--- config.mk ---
export PLATFORM = sky130hd
export DESIGN_NAME = alu_mp_sequencer
export DESIGN_NICKNAME = d
export VERILOG_FILES = /design/src/rtl/alu_mp_sequencer.sv
export SDC_FILE = /design/constraint.sdc
export NUM_CORES = 1
export LEC_CHECK = 0
export ABC_CLOCK_PERIOD_IN_PS = 1700
export CORE_MARGIN = 4
export CORE_UTILIZATION = 25
export CTS_BUF_LIST = sky130_fd_sc_hd__clkbuf_4
export CTS_CLUSTER_DIAMETER = 60
export DETAILED_ROUTE_END_ITERATION = 10
export PLACE_DENSITY = 0.53
export SYNTH_ARGS = -nofsm -noshare
export SYNTH_HDL_FRONTEND = slang
export SYNTH_SLANG_ARGS = --single-unit
export TNS_END_PERCENT = 10
--- constraint.sdc ---
create_clock -name clk -period 1.7 [get_ports clk]
set_input_delay 0.255 -clock clk [delete_from_list [all_inputs] [get_ports clk]]
set_output_delay 0.255 -clock clk [all_outputs]
set_load 0.02 [all_outputs]
--- src/rtl/alu_mp_sequencer.sv ---
// Multi-precision ADD/ADC/SUB/SBB sequencer driving an 8-bit operand-mux/adder datapath,
// one byte per cycle LSB first, with the carry chained through the mux selector.
module alu_mp_sequencer #(
    parameter int unsigned NBYTES = 4,
    parameter int unsigned IW     = 4
) (
    input  logic          clk,
    input  logic          rst_n,
    input  logic          start,
    input  logic [1:0]    op,
    input  logic          cin_ext,
    output logic [IW-1:0] byte_idx,
    output logic [1:0]    alu_s,
    output logic          alu_cin,
    input  logic [7:0]    sum_in,
    input  logic          cout_in,
    output logic          res_we,
    output logic [IW-1:0] res_idx,
    output logic [7:0]    res_byte,
    output logic          busy,
    output logic          done,
    output logic          c_flag,
    output logic          z_flag
);

    localparam logic [IW-1:0] LAST_IDX = IW'(NBYTES - 1);

    typedef enum logic [1:0] {
        IDLE = 2'd0,
        RUN  = 2'd1,
        DONE = 2'd2
    } state_t;

    state_t        state_q, state_d;
    logic [1:0]    op_q, op_d;
    logic          zacc_q, zacc_d;
    logic [IW-1:0] byte_idx_d;
    logic [1:0]    alu_s_d;
    logic          alu_cin_d;
    logic          res_we_d;
    logic          busy_d;
    logic          done_d;
    logic          c_flag_d;
    logic          z_flag_d;

    // Result path is a direct pass-through of the adder for the byte being processed.
    assign res_byte = sum_in;
    assign res_idx  = byte_idx;

    // Next-state and next-output logic; all outputs below are registered.
    always_comb begin
        state_d    = state_q;
        op_d       = op_q;
        zacc_d     = zacc_q;
        byte_idx_d = '0;
        alu_s_d    = 2'b00;
        alu_cin_d  = 1'b0;
        res_we_d   = 1'b0;
        busy_d     = 1'b0;
        done_d     = 1'b0;
        c_flag_d   = c_flag;
        z_flag_d   = z_flag;

        unique case (state_q)
            IDLE: begin
                if (start) begin
                    state_d   = RUN;
                    op_d      = op;
                    zacc_d    = 1'b1;
                    res_we_d  = 1'b1;
                    busy_d    = 1'b1;
                    // Byte-0 selector encoding coincides with the op code itself.
                    alu_s_d   = op;
                    alu_cin_d = op[0] & cin_ext;
                end
            end
            RUN: begin
                zacc_d = zacc_q & (sum_in == 8'h00);
                busy_d = 1'b1;
                if (byte_idx == LAST_IDX) begin
                    state_d  = DONE;
                    done_d   = 1'b1;
                    c_flag_d = cout_in ^ op_q[1];
                    z_flag_d = zacc_d;
                end else begin
                    byte_idx_d = byte_idx + IW'(1);
                    res_we_d   = 1'b1;
                    // Sub ops invert cin so the mux's c=~cin restores the raw carry.
                    alu_s_d    = {op_q[1], 1'b1};
                    alu_cin_d  = cout_in ^ op_q[1];
                end
            end
            DONE: begin
                state_d = IDLE;
            end
            default: begin
                state_d = IDLE;
            end
        endcase
    end

    always_ff @(posedge clk or negedge rst_n) begin
        if (!rst_n) begin
            state_q  <= IDLE;
            op_q     <= 2'b00;
            zacc_q   <= 1'b0;
            byte_idx <= '0;
            alu_s    <= 2'b00;
            alu_cin  <= 1'b0;
            res_we   <= 1'b0;
            busy     <= 1'b0;
            done     <= 1'b0;
            c_flag   <= 1'b0;
            z_flag   <= 1'b0;
        end else begin
            state_q  <= state_d;
            op_q     <= op_d;
            zacc_q   <= zacc_d;
            byte_idx <= byte_idx_d;
            alu_s    <= alu_s_d;
            alu_cin  <= alu_cin_d;
            res_we   <= res_we_d;
            busy     <= busy_d;
            done     <= done_d;
            c_flag   <= c_flag_d;
            z_flag   <= z_flag_d;
        end
    end

endmodule

==> results.json <==
{
  "final_design_area_no_fill_sq_um": 1120,
  "clkPwrFrac": 0.111,
  "yosys_warnings": 0,
  "routabilityCongestion": 0.712,
  "finalNonFillerCells": 128,
  "portBuffers": 38,
  "postSynthCellCount": 64,
  "chipHeight_microns": 62.2,
  "relSlewSlack": 0.806,
  "timing.hold.worst.class": "input port to asynchronous set/reset pin",
  "grt_max_degree": 17,
  "worst-r2r-setup-slack_ns": 0.13,
  "yosysSeqAreaShare": 0.545,
  "initialDrtViolationCount": 2,
  "yosysTopAreaCellShare": 0.545,
  "synthesis.nets": 80,
  "first_global_vias": 617,
  "cts.reportedPaths.clkPinSlew_ns": 0.09,
  "critical_path_required_ns": 1.44,
  "clk_path_buf_depth": 2,
  "dpl_cell_area_sq_um": 1090,
  "hold_buffers": 0,
  "fp.coreArea_sq_um": 2780,
  "number_of_detailed_route_iterations_in_the_first_pass": 3,
  "detail-route-antenna-nets": 0,
  "grt_first_pass_wirelength_mm": 2.68,
  "die_area_sq_um": 3870,
  "period_share": 0.950,
  "final.fill_count": 273,
  "fin_hold_viols": 0,
  "power.sequential.fraction": 0.356,
  "floorplan.initialDensity": 0.264,
  "antenna_cells": 0,
  "setup.worst_path.start_class": "flop",
  "cell_types_with_the_largest_area_share_after_synthesis": "sky130_fd_sc_hd__dfrtp_1, sky130_fd_sc_hd__buf_4, sky130_fd_sc_hd__nor2_1",
  "detail_route.drc_violations": 0,
  "die_width_microns": 62.2,
  "final_cell_mix": "sky130_fd_sc_hd__clkdlybuf4s50_1, sky130_fd_sc_hd__dfrtp_1, sky130_fd_sc_hd__nor2_1",
  "power_density_nw_per_um2": 1620,
  "num_io_pins": 39,
  "cts_inserted_buffers": 3,
  "power.share.combinational": 0.534,
  "mostFrequentLayoutCell": "sky130_fd_sc_hd__clkdlybuf4s50_1",
  "grt_resource_usage_total": 0.0862,
  "crit_path_cell_trace": "buf_4, clkdlybuf4s50_1",
  "slowest_stage": "sky130_fd_sc_hd__clkdlybuf4s50_1",
  "worst_path_largest_cell_delay_ns": 0.60,
  "critPathKind": "flop to output pin",
  "final.setup_skew_ns": 0.00390,
  "dp_hpwl_mm": 1.28,
  "drive_above_1_share": 0.134,
  "clock_tree.htree_level_count": 1,
  "number_of_vias_in_the_routed_layout": 548,
  "count_of_final_max_slew_check_failures": 0,
  "post_cts_resized": 0,
  "syn2layout_area_growth_pct": 52.5,
  "fmax_mhz": 619,
  "cp.buffers_inverters": 2,
  "synthesis.area_per_instance_sq_um": 11.5,
  "arrival_ns": 1.36,
  "power_switching_uw": 701,
  "grt_overflow": 0,
  "routed_wire_length_per_instance_microns": 12.4,
  "layout.core_utilization": 0.403,
  "finalCriticalPeriod_ns": 1.62,
  "total_power_uw": 1820,
  "grt_antenna_before_repair": 0,
  "critical_path.top_delay_family": "buffers and inverters",
  "power.switching_fraction": 0.386,
  "maxCapViolations": 0,
  "vias_per_cell": 4.28,
  "critPathMaxFanout": 4,
  "ys_types": 23,
  "root_buffer": "sky130_fd_sc_hd__clkbuf_4",
  "place_inst": 124,
  "power.static_leakage_uw": 0.000517,
  "mappedNetlistArea_sq_um": 734,
  "grt_setup_unrepaired": "false",
  "setup_viol": 0,
  "worst_ir_drop_vdd_mv": 0.717,
  "yosys_reg_bits": 16,
  "internal_uw": 1120,
  "design.final.nets": 114,
  "critical_path.endpoint_type": "output pin",
  "route.final.wire_length_mm": 1.59,
  "timing.setup.tns_ns": 0,
  "tritoncts": "built",
  "actual_slew_at_the_worst_max_slew_pin_ns": 0.289,
  "clkLatencyLatePin_ns": 0.28,
  "synth_largest_area_cell": "sky130_fd_sc_hd__dfrtp_1",
  "num_rows": 19,
  "post_cts_setup_bufs": 0,
  "run_status": "finished clean",
  "tritoncts_sinks": 16
}
[state kept, by name, summed over array words and instances (netlist names)]
| name | flops |
|---|---|
| byte_idx | 4 |
| alu_s | 2 |
| state_q | 2 |
| alu_cin | 1 |
| busy | 1 |
| c_flag | 1 |
| done | 1 |
| op_q | 1 |
| res_we | 1 |
| z_flag | 1 |
| zacc_q | 1 |
[cells in the mapped netlist (all sizes together)]
| library cell | n |
|---|---|
| a21oi | 1 |
| a22o | 1 |
| a32o | 1 |
| and2 | 1 |
| buf | 12 |
| dfrtp | 16 |
| ha | 1 |
| mux2 | 2 |
| nand2 | 4 |
| nand2b | 1 |
| nand3 | 2 |
| nor2 | 9 |
| nor2b | 1 |
| nor3b | 2 |
| nor4 | 2 |
| o21ai | 2 |
| or2 | 2 |
| or3b | 1 |
| xnor2 | 1 |
| xor2 | 2 |
[stage by stage]
stage / worst slack, ns / hold WS, ns
global route: 0.00355 / 0.292
finish: 0.0844 / 0.277
global placement: 0.102 / 0.474
CTS: 0.0330 / 0.275
detailed placement: 0.0877 / 0.480
floorplan: 0.0348 / -0.0406
[worst register-to-register path, cell delays in order (launching register included)]
cell and delay, ns:
sky130_fd_sc_hd__dfrtp_1 0.40, sky130_fd_sc_hd__ha_1 0.20, sky130_fd_sc_hd__or3b_4 0.42, sky130_fd_sc_hd__nor2_4 0.12, sky130_fd_sc_hd__mux2_1 0.31
[worst paths after layout]
kind	from	end	cells after the start
max	byte_idx[0]	res_idx[0]	2
min	rst_n	z_flag	2
max reg2reg	byte_idx[1]	c_flag	4
min reg2reg	c_flag	c_flag	1
max in group asynchronous	rst_n	state_q[0]	2
min in group clk	c_flag	c_flag	1
[per-layer routing]
metal	vias to the layer above	global-route usage	wire, microns
met1	253	0.0968	683
met2	25	0.139	761
met4	0	0.0650	27
met3	2	0.0216	120
li1	268	-	-
met5	-	0	0
[power by group through the flow]
stage	logic, uW	clock network, uW	registers [uW]
global route	1050	226	668
floorplan	424	0	802
finish	970	201	646
global placement	987	0	650
CTS	989	211	650
detailed placement	986	0	657
[layout make-up]
class                           instances  area (sq um)  share of cell area
Sequential cell                        16           400               0.358
Timing Repair Buffer                   41           410               0.366
Clock inverter                          1          3.75             0.00335
Tap cell                               31          38.8              0.0346
Clock buffer                            3          22.5              0.0201
Multi-Input combinational cell         36           244               0.218
[kinds of logic (layout without fill, tap and decap cells)]
family | Yosys count | count (layout) | synth area share
DFF | 16 | 16 | 0.545
buffers and inverters | 12 | 45 | 0.123
adders and majority gates | 1 | 1 | 0.0170
and+or+nand+nor | 25 | 25 | 0.203
AOI/OAI and AO/OA | 5 | 5 | 0.0460
muxes | 2 | 2 | 0.0307
xor gates and xnor gates | 3 | 3 | 0.0358
Note: power is estimated with default switching activity, not from simulation.
